### config.mk
export PLATFORM = sky130hd
export DESIGN_NAME = prio_irq_encoder
export DESIGN_NICKNAME = d
export VERILOG_FILES = /design/src/rtl/prio_irq_encoder.sv
export SDC_FILE = /design/constraint.sdc
export NUM_CORES = 1
export LEC_CHECK = 0
export CORE_UTILIZATION = 48
export DETAILED_ROUTE_END_ITERATION = 8
export PLACE_DENSITY = 0.84
export SETUP_SLACK_MARGIN = 0.2
export SLEW_MARGIN = 20
export SYNTH_ARGS = -nofsm -noshare
export SYNTH_HDL_FRONTEND = slang
export SYNTH_SLANG_ARGS = --single-unit
### constraint.sdc
create_clock -name clk -period 2.55 [get_ports clk]
set_input_delay 0.51 -clock clk [delete_from_list [all_inputs] [get_ports clk]]
set_output_delay 0.51 -clock clk [all_outputs]
set_load 0.02 [all_outputs]
### src/rtl/prio_irq_encoder.sv
// Registered priority encoder for active-low request lines with per-channel mask,
// pending latch and a valid/ack handshake toward a single consumer.
module prio_irq_encoder #(
   parameter int N      = 16,
   parameter int CODE_W = 4,
   parameter int EDGE   = 0
) (
   input  logic              clk,
   input  logic              rst_n,
   input  logic [N-1:0]      req_n,
   input  logic [N-1:0]      mask,
   input  logic              clr,
   input  logic              ack_i,
   output logic [CODE_W-1:0] code_o,
   output logic              valid_o,
   output logic [N-1:0]      pend_o
);

   typedef enum logic {IDLE, HOLD} state_t;

   state_t              r_state;
   logic [N-1:0]        r_reqQ;
   logic [N-1:0]        r_reqQq;
   logic [N-1:0]        r_pend;
   logic [CODE_W-1:0]   r_code;
   logic                r_valid;

   logic [N-1:0]        w_set;
   logic [N-1:0]        w_elig;
   logic [CODE_W-1:0]   w_sel;
   logic                w_ackHit;

   if ((2 ** CODE_W) < N || N < 2 || N > 64) begin : gBadParams
      $error("prio_irq_encoder: N must be 2..64 and 2**CODE_W >= N");
   end

   if (EDGE != 0) begin : gEdgeSet
      assign w_set = r_reqQq & ~r_reqQ;
   end else begin : gLevelSet
      assign w_set = ~r_reqQ;
   end

   // Selection sees only the registered pending bits, never this cycle's sets.
   assign w_elig   = r_pend & ~mask;
   assign w_ackHit = ack_i & r_valid;

   always_comb begin
      w_sel = '0;
      for (int i = 0; i < N; i++) begin
         if (w_elig[i]) begin
            w_sel = CODE_W'(i);
         end
      end
   end

   always_ff @(posedge clk or negedge rst_n) begin
      if (!rst_n) begin
         r_reqQ  <= '1;
         r_reqQq <= '1;
      end else begin
         r_reqQ  <= req_n;
         r_reqQq <= r_reqQ;
      end
   end

   // A new set outranks the ack clear so an edge arriving during service is kept.
   always_ff @(posedge clk or negedge rst_n) begin
      if (!rst_n) begin
         r_pend <= '0;
      end else begin
         for (int i = 0; i < N; i++) begin
            if (clr) begin
               r_pend[i] <= 1'b0;
            end else if (w_set[i]) begin
               r_pend[i] <= 1'b1;
            end else if (w_ackHit && (r_code == CODE_W'(i))) begin
               r_pend[i] <= 1'b0;
            end
         end
      end
   end

   always_ff @(posedge clk or negedge rst_n) begin
      if (!rst_n) begin
         r_state <= IDLE;
         r_code  <= '0;
         r_valid <= 1'b0;
      end else begin
         case (r_state)
            IDLE: begin
               if (!clr && (w_elig != '0)) begin
                  r_code  <= w_sel;
                  r_valid <= 1'b1;
                  r_state <= HOLD;
               end else begin
                  r_valid <= 1'b0;
               end
            end
            HOLD: begin
               if (clr || ack_i) begin
                  r_valid <= 1'b0;
                  r_state <= IDLE;
               end
            end
            default: begin
               r_valid <= 1'b0;
               r_state <= IDLE;
            end
         endcase
      end
   end

   assign code_o  = r_code;
   assign valid_o = r_valid;
   assign pend_o  = r_pend;

endmodule

Yosys cells after proc, flatten, opt, wreduce, memory -nomap -nowiden
Cells that the tools add are included.
- register bits: 38
- input port bits: 36
- output and inout bits: 21
- word-level logic and storage cells: 147
- eq/ne operators: 16
- mux-type cells: 68
- bitwise operators: 5
- reduce and logical (&&, ||, !) cells: 38
- operators by type and width (cell ; number):
    2-to-1 mux 1 bit ; 52
    nonzero test 3 bit ; 16
    2-to-1 mux 4 bit ; 11
    equality test 4 bit, second input constant ; 8
    NOT 16 bit ; 2
    logical AND 1 bit ; 17
    AND 16 bit ; 1
    equality test 4 x 3 -> 1 bit, second input constant ; 4
    nonzero test 16 bit ; 1
    equality test 4 x 2 -> 1 bit, second input constant ; 2
    equality test 4 x 1 -> 1 bit, second input constant ; 1
    logical NOT 4 bit ; 1
    2-to-1 mux 2 bit ; 2
    case mux 1 bit (2 select lines) ; 2
    2-to-1 mux 3 bit ; 1
    != test 2 x 1 -> 1 bit, second input constant ; 1
    AND reduction 2 bit ; 1
    AND 1 bit ; 1
    logical NOT 1 bit ; 1
    logical OR 1 bit ; 1
    NOT 1 bit ; 1

Logic depth before layout (Yosys ltp)
Gate-level depths: netlist of the first run.
- depth after elaboration: 17
- depth in mapped cells: 6

Worst setup path before layout of the first run
Ideal clock, no wire load.
- kind: input-to-reg
- start: input mask[11]
- end: register r_code[0], in the netlist code_o[0]
- library setup time: 0.073 ns
- data arrival time: 1.470 ns
- required time: 2.477 ns
- slack: 1.007 ns
- cell stages on the path: 5
- path through: and2b_4 > nor4_4 > a41oi_4 > nor2b_4 > a21oi_2
- word-level cells in the longest chain between the ends: 7
- RTL lines (element ; RTL line ; RTL):
    start, declared ; 11 ; input logic [N-1:0] mask,
    NOT 16 bit * ; 44 ; assign w_elig = r_pend & ~mask;
    AND 16 bit * ; 44 ;
    2-to-1 mux 4 bit (5 in series) ; 50 ; if (w_elig[i]) begin
    end signal, assigned ; 92 ; r_code <= w_sel;
    end, declared ; 25 ; logic [CODE_W-1:0] r_code;
Every way passes the cells marked *; elsewhere a longest branch is shown, timed or not.
A chain may end at the register's enable or synchronous reset.

Worst setup path after layout of the first run
- start: register r_code[1], in the netlist code_o[1]
- end: output code_o[1]
- RTL lines (element ; RTL line ; RTL):
    end, declared ; 14 ; output logic [CODE_W-1:0] code_o,
No word-level cell between the ends.

==> results of run 1 <==
==> where the power goes <==
part	switching, W	total [W]	internal, W
clock network	0.000195	0.000398	0.000203
registers	0.0000630	0.000726	0.000663
logic	0.000173	0.000359	0.000186
==> synth_stat cells <==
library cell  instances  area (sq um)
a2111oi_4             1          27.5
a211oi_1              1          7.51
a21o_1                2          15.0
a21oi_1              20           100
a21oi_2               1          8.76
a31o_1                1          8.76
a31oi_1               2          12.5
a41oi_4               1          27.5
and2b_4               2          20.0
buf_1                 1          3.75
clkbuf_1              3          11.3
clkinv_1              1          3.75
dfrtp_1              22           551
dfstp_2              16           420
inv_1                 1          3.75
nand2_1               4          15.0
nand2b_1              7          43.8
nand3_1               2          10.0
nand4_1               1          6.26
nand4b_1              2          17.5
nor2_1               10          37.5
nor2b_1              10          62.6
nor2b_2               2          17.5
nor2b_4               2          27.5
nor3_1                1          5.00
nor4_1                1          6.26
nor4_4                3          63.8
o21ai_0              16          80.1
o21bai_1              2          15.0
o31a_1                1          8.76
o31ai_1               2          15.0
or2b_1                2          15.0
==> worst max-delay path by stage <==
stage,startpoint,endpoint,slack [ps],depth (start not counted)
3_3_place_gp,mask[0],code_o[0],470,6
6_report,code_o[1],code_o[1],500,1
4_1_cts,code_o[1],code_o[1],500,1
5_1_grt,code_o[1],code_o[1],430,1
3_5_place_dp,mask[0],code_o[0],420,6
2_1_floorplan,mask[11],code_o[0],1010,5
==> through the flow <==
step,power [W],utilization
detailed placement,0.00109,0.685
floorplan,0.000910,-
global route,0.00155,0.708
global placement,0.00108,0.685
CTS,0.00149,0.708
finish,0.00148,0.708
==> area by class of cell <==
type | count | area, sq um
flip-flops and latches | 38 | 971
clock inverters | 3 | 40.0
repair buffers | 58 | 576
fillers | 255 | 973
well taps | 46 | 57.6
inverters | 2 | 7.51
multi-input cells | 99 | 674
clock buffers | 5 | 37.5
==> layer usage <==
layer  global-route usage  wire length, um
met1                0.274             1590
met3               0.0640              180
met2                0.410             2030
met4               0.0812               53
met5                    0                0
==> placed cells by master (no fill, tap or decap), drive strengths merged, types with 2 or more instances in the layout <==
master	synthesis	routed
a21o	2	2
a21oi	21	21
a31oi	2	2
and2b	2	2
buf	1	2
clkbuf	3	5
clkdlybuf4s50	0	56
clkinv	1	3
dfrtp	22	22
dfstp	16	16
nand2	4	4
nand2b	7	7
nand3	2	2
nand4b	2	2
nor2	10	10
nor2b	14	14
nor4	4	4
o21ai	16	16
o21bai	2	2
o31ai	2	2
or2b	2	2
==> sequential cells by signal, summed over array words and instances (netlist names) <==
register	cells
code_o	4
pend_o	16
r_reqQ	16
r_state	1
valid_o	1
==> cell families (layout without fill, tap and decap cells) <==
group                  count (synthesis)  after routing  share of synthesized area
AOI/OAI and AO/OA                     50             50                      0.196
buffers and inverters                  6             68                     0.0135
and+or+nand+nor                       49             49                      0.209
DFF                                   38             38                      0.582
==> flow_metrics.py, run 1 <==
metrics = {
    "outcome": {
        "status": "completed",
    },
    "min_path": {
        "whs_endpoint": "pend_o[12]",
        "hold_depth": 1,
        "hold_start": "r_reqQ[12]",
        "hold_class": "flip-flop to flip-flop",
    },
    "synth": {
        "ys_seq_elements": 38,
        "syn_area_per_cell_sq_um": 11.7,
        "syn_nets": 179,
        "ys_types": 32,
        "synth_area_sq_mm": 0.00167,
        "ys_seq_area_frac": 0.582,
        "syn_inst": 143,
        "yosysWarnings": 0,
    },
    "worst_setup_path": {
        "cpMaxStageDelayCell": "clkdlybuf4s50_1",
        "rrSetupSlack_ps": 960,
        "start_kind": "flip-flop",
        "timing.rr.start": "pend_o[13]",
        "crit_buf_inv": 1,
        "cp-end-kind": "output port",
        "crit_type": "flip-flop to output port",
        "cp_cell_sequence": "clkdlybuf4s50_1",
        "path_max_fanout": 10,
        "worstRegToRegCells": 5,
        "crit-reg2reg-capture": "code_o[0]",
        "cp_slowest_stage_delay_ps": 660,
        "crit_family": "buffers and inverters",
        "cp.arrival_ps": 1540,
        "critPathRequiredTime_ps": 2040,
    },
    "global_route": {
        "grt_pass1_vias": 1368,
        "grt_overflow_total": 0,
        "grt_max_degree": 39,
        "antenna_found_initial": 0,
        "grt_pass1_wl_um": 5990,
        "track_usage": 0.233,
    },
    "clock_network": {
        "clkLatencyLatePin_ps": 340,
        "cts.clk_slew.worst_paths_ps": 110,
        "cts-resized-gates": 0,
        "h-tree-depth": 2,
        "numCtsBuffers": 5,
        "cts_sinks": 38,
        "root_buffer": "clkbuf_4",
        "postCtsSetupRepairBufs": 0,
        "holdBufCountCts": 0,
        "ctsLongestPathBuffers": 2,
        "cts_tree": "yes",
    },
    "pwr": {
        "vdd_drop_max_mv": 0.367,
        "power_density_mw_per_mm2": 627,
        "leakage_nw": 0.919,
    },
    "placed_design": {
        "dp_cells": 243,
        "portBuffers": 56,
        "globalplace.congestion": 0.888,
        "place_worst_setup_slack_ps": 422,
        "placed_area_sq_mm": 0.00229,
        "place_hpwl_um": 2870,
    },
    "sta": {
        "tightest_slew_ps": 455,
        "tns_ps": 0,
        "timing.fmax_ghz": 0.488,
        "rsz0062_at_grt": "no",
        "holdWs_ps": 509,
        "clock_skew_ps": 5.83,
        "hold_violations": 0,
        "setup_violations": 0,
        "fin_crit_sh": 0.803,
        "finalMaxSlewViolations": 0,
        "timing.slew.headroom": 0.697,
        "period_minus_slack_ps": 2050,
        "setup_ws_ps": 502,
    },
    "detailed_routing": {
        "routed_wl_um": 3860,
        "dr.pass1.iters": 4,
        "viasPerCell": 5.36,
        "num_vias": 1346,
        "drc_errors": 0,
        "post_drt_wl_per_cell_um": 15.4,
        "drtAntennaViolNets": 0,
        "drt_iter0_markers": 50,
    },
    "job": {
        "cap_violations": 0,
    },
    "floorplan": {
        "die_area_sq_mm": 0.00371,
        "start_util": 0.500,
        "rows": 21,
        "core_area_sq_mm": 0.00334,
        "die_x_um": 60.9,
        "io-pin-count": 57,
        "die_y_um": 60.9,
    },
    "finish": {
        "area_delta_synth_final_pct": 41.7,
        "layout-drive-gt1-share": 0.185,
        "stdcell_count": 251,
        "fin_nets": 240,
        "antenna_cells": 0,
        "post-route-cell-area_sq_mm": 0.00236,
    },
}
Note: power is estimated with default switching activity, not from simulation.
==> run 2: changes to the inputs <==
Settings changed: CORE_UTILIZATION 48 to 45, PLACE_DENSITY 0.84 to 0.79.
Clock period 2.55 ns to 2 ns, I/O delays scaled along.
==> run 2 against run 1 <==
Against the previous run:
- flip-flop and latch count stayed put
- via count fell by 0.74%
- core utilization fell by 0.93 points
- hold slack got worse by 9.7 ps
- final cell count grew 1.2%
- die area grew 6.5%
- clock power increased by 29%
- largest cell class unchanged
- largest power group unchanged
==> flow_metrics.py, run 2 (synthesis gave the netlist of run 1 again) <==
metrics = {
    "global_route": {
        "grt_pass1_wl_um": 6280,
        "grt_overflow_total": 0,
        "grt_max_degree": 39,
        "antenna_found_initial": 0,
        "grt_pass1_vias": 1335,
        "track_usage": 0.206,
    },
    "worst_setup_path": {
        "start_kind": "flip-flop",
        "critPathRequiredTime_ps": 1600,
        "crit_family": "buffers and inverters",
        "critPathLaunch": "pend_o[0]",
        "path_max_fanout": 3,
        "crit_buf_inv": 1,
        "cp_slowest_stage_delay_ps": 630,
        "worstRegToRegCells": 5,
        "rrSetupSlack_ps": 400,
        "cpMaxStageDelayCell": "clkdlybuf4s50_1",
        "cp.arrival_ps": 1330,
        "crit_end": "pend_o[0]",
        "timing.rr.start": "pend_o[6]",
        "crit_type": "flip-flop to output port",
        "crit-reg2reg-capture": "code_o[0]",
        "crit_cells": 1,
        "cp_cell_sequence": "clkdlybuf4s50_1",
        "cp-end-kind": "output port",
    },
    "floorplan": {
        "die_x_um": 62.9,
        "core_area_sq_mm": 0.00344,
        "die_y_um": 62.9,
        "die_area_sq_mm": 0.00395,
        "io-pin-count": 57,
        "start_util": 0.485,
        "rows": 21,
    },
    "sta": {
        "setup_violations": 0,
        "timing.fmax_ghz": 0.578,
        "holdWs_ps": 499,
        "tns_ps": 0,
        "clock_skew_ps": 6.44,
        "fin_crit_sh": 0.864,
        "setup_ws_ps": 271,
        "finalMaxSlewViolations": 0,
        "tightest_slew_ps": 458,
        "period_minus_slack_ps": 1730,
        "timing.slew.headroom": 0.695,
        "rsz0062_at_grt": "no",
        "hold_violations": 0,
    },
    "detailed_routing": {
        "drc_errors": 0,
        "num_vias": 1336,
        "dr.pass1.iters": 4,
        "drt_iter0_markers": 65,
        "viasPerCell": 5.26,
        "routed_wl_um": 3840,
        "drtAntennaViolNets": 0,
        "post_drt_wl_per_cell_um": 15.1,
    },
    "clock_network": {
        "holdBufCountCts": 0,
        "cts_sinks": 38,
        "cts_tree": "yes",
        "clkLatencyLatePin_ps": 280,
        "numCtsBuffers": 5,
        "ctsLongestPathBuffers": 2,
        "cts.clk_slew.worst_paths_ps": 80,
        "postCtsSetupRepairBufs": 0,
        "h-tree-depth": 2,
        "root_buffer": "clkbuf_8",
    },
    "finish": {
        "final_cell_mix": "52 x clkdlybuf4s50_1, 21 x dfrtp_1, 20 x a21oi_1, 16 x o21ai_0, 16 x dfstp_2",
        "post-route-util": 0.699,
        "layout-drive-gt1-share": 0.202,
        "fin_nets": 243,
        "final_common_cell": "clkdlybuf4s50_1",
        "area_delta_synth_final_pct": 44.3,
        "antenna_cells": 0,
        "fill_cells": 255,
        "post-route-cell-area_sq_mm": 0.00241,
    },
    "pwr": {
        "vdd_drop_max_mv": 0.567,
        "leakage_nw": 0.955,
        "power_density_mw_per_mm2": 792,
    },
    "placed_design": {
        "portBuffers": 56,
        "placed_area_sq_mm": 0.00231,
        "globalplace.congestion": 0.843,
        "place_hpwl_um": 3000,
        "place_worst_setup_slack_ps": -36.7,
    },
    "outcome": {
        "status": "completed",
    },
    "min_path": {
        "hold_class": "flip-flop to flip-flop",
    },
    "job": {
        "cap_violations": 0,
    },
}
[run 2: changes by cell type in the layout (fill, tap and decap cells not counted), sizes merged]
cell | before | now
dlygate4sd2 | 0 | 1
buf | 2 | 5
bufinv | 1 | 0
dlymetal6s2s | 0 | 3
clkdlybuf4s50 | 56 | 52
clkinvlp | 0 | 1
[run 2: what timing repair did]
item | 4_1_cts | 5_1_grt
endpoints found under the hold margin | 0 | 0
pin swaps | 0 | 2
endpoints found under the setup margin | 2 | 4
gates resized for setup | 2 | 3
[run 2: how the worst min path moves through the flow]
| stage | from | to | cells after the start |
|---|---|---|---|
| 2_1_floorplan | rst_n | code_o[0] | 0 |
| 3_3_place_gp | r_reqQ[5] | pend_o[5] | 1 |
| 3_5_place_dp | r_reqQ[6] | pend_o[6] | 1 |
| 4_1_cts | req_n[12] | r_reqQ[12] | 1 |
| 5_1_grt | req_n[11] | r_reqQ[11] | 1 |
| 6_report | r_reqQ[4] | pend_o[4] | 1 |
[run 2: per-layer routing]
layer | vias to the layer above | routed length [um] | global-route usage
met1 | 665 | 1620 | 0.261
met5 | - | 0 | 0
li1 | 635 | - | -
met2 | 34 | 2040 | 0.347
met4 | 0 | 27 | 0.0669
met3 | 2 | 158 | 0.0438
[run 2: layout make-up]
type	count	area, sq um	area share
flip-flops and latches	38	972	0.404
multi-input cells	99	674	0.280
inverters	2	7.51	0.00312
clock inverters	3	21.3	0.00884
clock buffers	5	68.8	0.0286
well taps	46	57.6	0.0239
repair buffers	61	604	0.251
[run 2: through the flow]
stage	total power, W	instances
final	0.00191	254
after global routing	0.00199	254
after CTS	0.00192	254
after detailed placement	0.00141	246
after global placement	0.00140	246
after floorplan	0.00116	143
[run 2: power by group]
part | internal (W) | leakage [nW] | total [W] | switching (W)
registers | 0.000848 | 0.436 | 0.000919 | 0.0000712
logic | 0.000241 | 0.475 | 0.000472 | 0.000231
clock network | 0.000245 | 0.0441 | 0.000515 | 0.000270
total | 0.00133 | 0.955 | 0.00191 | 0.000572
==> run 3: changes to the inputs <==
Settings changed: GPL_TIMING_DRIVEN set to 0.
==> run 3 against run 2 <==
Against the previous run:
- global-route usage is 0.19 points higher
- fmax is 1.7% lower
- highest routed layer unchanged
- combinational power is 3% higher
- core utilization is 0.98 points higher
- wire length is 2.7% lower
- worst setup slack worse by 30 ps
- die area stayed put
- largest cell class unchanged
- final cell count is 0.39% lower
- clock skew is 2.0 ps higher
- critical path depth stayed put
- clock power is 54% higher
- critical endpoint is now code_o[3]
==> flow_metrics.py, run 3 (synthesis gave the netlist of run 1 again) <==
metrics = {
    "finish": {
        "final_common_cell": "clkdlybuf4s50_1",
        "area_delta_synth_final_pct": 46.3,
        "post-route-cell-area_sq_mm": 0.00244,
        "regArea_sq_um": 971,
        "fill_cells": 252,
        "layout-drive-gt1-share": 0.184,
        "fin_nets": 242,
        "final_cell_mix": "53 x clkdlybuf4s50_1, 22 x dfrtp_1, 20 x a21oi_1, 16 x o21ai_0, 16 x dfstp_2",
        "antenna_cells": 0,
        "multi_input_area_sq_um": 674,
    },
    "floorplan": {
        "io-pin-count": 57,
        "die_x_um": 62.9,
        "rows": 21,
        "die_area_sq_mm": 0.00395,
        "core_area_sq_mm": 0.00344,
        "start_util": 0.485,
        "die_y_um": 62.9,
    },
    "pwr": {
        "leakage_nw": 0.952,
        "vdd_drop_max_mv": 0.509,
        "power_density_mw_per_mm2": 895,
    },
    "placed_design": {
        "globalplace.congestion": 0.851,
        "place_hpwl_um": 3020,
        "placed_area_sq_mm": 0.00230,
        "place_worst_setup_slack_ps": -56.3,
        "portBuffers": 55,
    },
    "detailed_routing": {
        "viasPerCell": 5.38,
        "drtAntennaViolNets": 0,
        "drc_errors": 0,
        "routed_wl_um": 3740,
        "drt_iter0_markers": 92,
        "dr.pass1.iters": 4,
        "post_drt_wl_per_cell_um": 14.8,
        "num_vias": 1360,
    },
    "worst_setup_path": {
        "rrSetupSlack_ps": 390,
        "cp.arrival_ps": 1360,
        "crit-reg2reg-capture": "code_o[0]",
        "start_kind": "flip-flop",
        "timing.rr.start": "pend_o[13]",
        "cpMaxStageDelayCell": "clkdlybuf4s50_1",
        "crit_buf_inv": 1,
        "crit_type": "flip-flop to output port",
        "critPathRequiredTime_ps": 1600,
        "crit_family": "buffers and inverters",
        "worstRegToRegCells": 5,
        "path_max_fanout": 6,
        "cp-end-kind": "output port",
        "cp_cell_sequence": "clkdlybuf4s50_1",
        "cp_slowest_stage_delay_ps": 640,
    },
    "clock_network": {
        "cts_sinks": 38,
        "ctsLongestPathBuffers": 2,
        "numCtsBuffers": 5,
        "holdBufCountCts": 0,
        "postCtsSetupRepairBufs": 0,
        "clkLatencyLatePin_ps": 290,
        "cts.clk_slew.worst_paths_ps": 80,
        "h-tree-depth": 2,
        "root_buffer": "clkbuf_8",
        "cts_tree": "yes",
    },
    "sta": {
        "clock_skew_ps": 8.49,
        "fin_crit_sh": 0.879,
        "finalMaxSlewViolations": 0,
        "hold_violations": 0,
        "period_minus_slack_ps": 1760,
        "setup_violations": 0,
        "timing.fmax_ghz": 0.569,
        "tightest_slew_ps": 456,
        "setup_ws_ps": 241,
        "timing.slew.headroom": 0.696,
        "rsz0062_at_grt": "no",
    },
    "global_route": {
        "track_usage": 0.208,
        "grt_overflow_total": 0,
        "grt_pass1_wl_um": 6330,
        "antenna_found_initial": 0,
        "grt_pass1_vias": 1398,
        "grt_max_degree": 22,
    },
    "job": {
        "cap_violations": 0,
    },
    "min_path": {
        "hold_class": "primary input to asynchronous set/reset pin",
    },
    "outcome": {
        "status": "completed",
    },
}
==> run 3: changes by cell type in the layout (fill, tap and decap cells not counted), sizes merged <==
cell	previous run	this run
buf	5	3
bufinv	0	2
clkinv	3	1
clkbuf	5	9
clkinvlp	1	0
dlymetal6s2s	3	0
clkdlybuf4s50	52	53
==> run 3: layout make-up <==
cell class / instances / share of cell area
buffer: 4 / 0.00615
clock buffer: 6 / 0.0338
clock inverter: 2 / 0.0246
inverter: 2 / 0.00308
multi-input combinational: 99 / 0.276
sequential: 38 / 0.398
tap: 46 / 0.0236
timing repair buffer: 56 / 0.234
==> run 3: how the worst max path moves through the flow <==
stage / from / to / slack (ps) / cells past startpoint
global route: code_o[2] / code_o[2] / 200 / 1
floorplan: pend_o[13] / code_o[0] / 470 / 5
CTS: mask[2] / code_o[0] / 230 / 6
detailed placement: mask[0] / code_o[0] / -60 / 6
global placement: rst_n / pend_o[15] / -200 / 1
finish: code_o[3] / code_o[3] / 240 / 1
==> run 3: per-layer routing <==
metal  global-route usage  up-vias  part of all wire
li1                     -      635                 -
met1                0.254      645              0.40
met2                0.348       67              0.52
met3               0.0365       13             0.058
met4                0.108        0             0.026
met5                    0        -                 0
==> run 3: what timing repair did <==
| action | 4_1_cts | 5_1_grt |
|---|---|---|
| resized for setup | 1 | 0 |
| pin swaps | 0 | 2 |
| setup endpoints to repair | 1 | 3 |
==> run 3: where the power goes <==
group / total (W) / internal (W) / switching (W)
sequential: 0.000903 / 0.000847 / 0.0000561
clock: 0.000792 / 0.000532 / 0.000260
combinational: 0.000488 / 0.000241 / 0.000247
==> run 3: stage by stage <==
stage | util | setup TNS (ps) | total power [W] | instances | hold WS, ps
global placement | 0.661 | -4340 | 0.00138 | 244 | 481
finish | 0.709 | 0 | 0.00218 | 253 | 48.0
detailed placement | 0.668 | -95.3 | 0.00140 | 245 | 370
global route | 0.709 | 0 | 0.00228 | 253 | 77.4
CTS | 0.709 | 0 | 0.00219 | 253 | 59.7
floorplan | - | 0 | 0.00116 | 143 | 104
==> run 3: worst register-to-register path, cell delays in order (launching register included) <==
cell and delay, ps:
dfrtp_1 420, nor2b_2 200, nor4_4 380, a41oi_4 240
nor2b_4 190, a21oi_2 120
==> edit (flow settings as in run 1) <==
`EDGE`: 0 -> 1.
--- a/src/rtl/prio_irq_encoder.sv
+++ b/src/rtl/prio_irq_encoder.sv
@@ -3,7 +3,7 @@
 module prio_irq_encoder #(
    parameter int N      = 16,
    parameter int CODE_W = 4,
-   parameter int EDGE   = 0
+   parameter int EDGE   = 1
 ) (
    input  logic              clk,
    input  logic              rst_n,
Behaviour: not the same (a bounded check fails within 4 cycles, from zero or initial values and one cycle with rst_n low).
==> edit against run 1 <==
Area after synthesis increased by 28%. Wire length rose by 20%. Clock power up 21%. Non-clock buffer count up 1. Total power increased by 31%. Utilization fell by 1.4 points. Clock skew up 0.0016 ns. Worst setup slack gained 0.048 ns. Sequential cell count grew 16. Cell area up 21%. Critical endpoint is now code_o[2]$_DFFE_PN0P_. Largest power group unchanged.
==> edit: results (changes against run 1) <==
| Metric | Value |
|---|---|
| Clock-cell share of area | `3.20% (-0.085 points)` |
| Peak supply drop | `415 uV (+13%)` |
| Met1 Wirelength | `1.95 mm (+22%)` |
| Hold WS | `0.0492 ns (-0.459 ns)` |
| Layout fillers | `319 (+25%)` |
| # clk buffers | `7 (+2)` |
| GR Util met3 | `8.55% (+2.2 points)` |
| Fraction of layout cells with a size suffix above 1 | `22.4% (+3.8 points)` |
| Layout Cells excl Fill | `287 (+14%)` |
| WL met3 | `336 um (+87%)` |
| Status | `completed` |
| Leak Pwr | `1.13 nW (+23%)` |
| Largest net degree at the start of global routing | `28 (-28%)` |
| Min-Delay Path Class | `in -> async` |
| Total Routing Usage GR | `21.7% (-1.6 points)` |
| Post-synthesis mux area share | `1.59% (+1.6 points)` |
| RePlAce Congestion | `0.935 (+5.3%)` |
| Nets | `272 (+13%)` |
| Critical path class | `in -> reg` |
| Capturing point of the worst reg2reg path | `code_o[2]$_DFFE_PN0P_` |
| Syn nets | `210 (+17%)` |
| Met1 Use GR | `26.7% (-0.69 points)` |
| Count of multi-input gates | `114 (+15%)` |
| Worst-skew pair later-pin latency | `0.31 ns (-0.03 ns)` |
| Utilization of the core after routing | `69.4% (-1.4 points)` |
| Detailed Route WL | `4.61 mm (+20%)` |
| Setup slack, reg-to-reg | `0.77 ns (-0.19 ns)` |
==> edit: cell count changes after synthesis, moves of 2 or more <==
| cell | before | now |
|---|---|---|
| and2b_4 | 2 | 0 |
| a21o_1 | 2 | 0 |
| nand2_1 | 4 | 7 |
| nand2b_1 | 7 | 25 |
| or2b_1 | 2 | 0 |
| dfstp_2 | 16 | 32 |
| a21oi_1 | 20 | 18 |
| mux2_2 | 0 | 3 |
| nor2b_2 | 2 | 0 |
| a31oi_1 | 2 | 0 |
| o21bai_1 | 2 | 0 |
| nand3_1 | 2 | 4 |
| nor4_4 | 3 | 1 |
==> edit: power by group through the flow <==
stage / combinational, mW / sequential [mW] / clock [mW]
finish: 0.427 / 1.04 / 0.480
global route: 0.462 / 1.05 / 0.529
CTS: 0.430 / 1.04 / 0.498
detailed placement: 0.427 / 1.05 / 0
global placement: 0.418 / 1.05 / 0
floorplan: 0.185 / 1.07 / 0
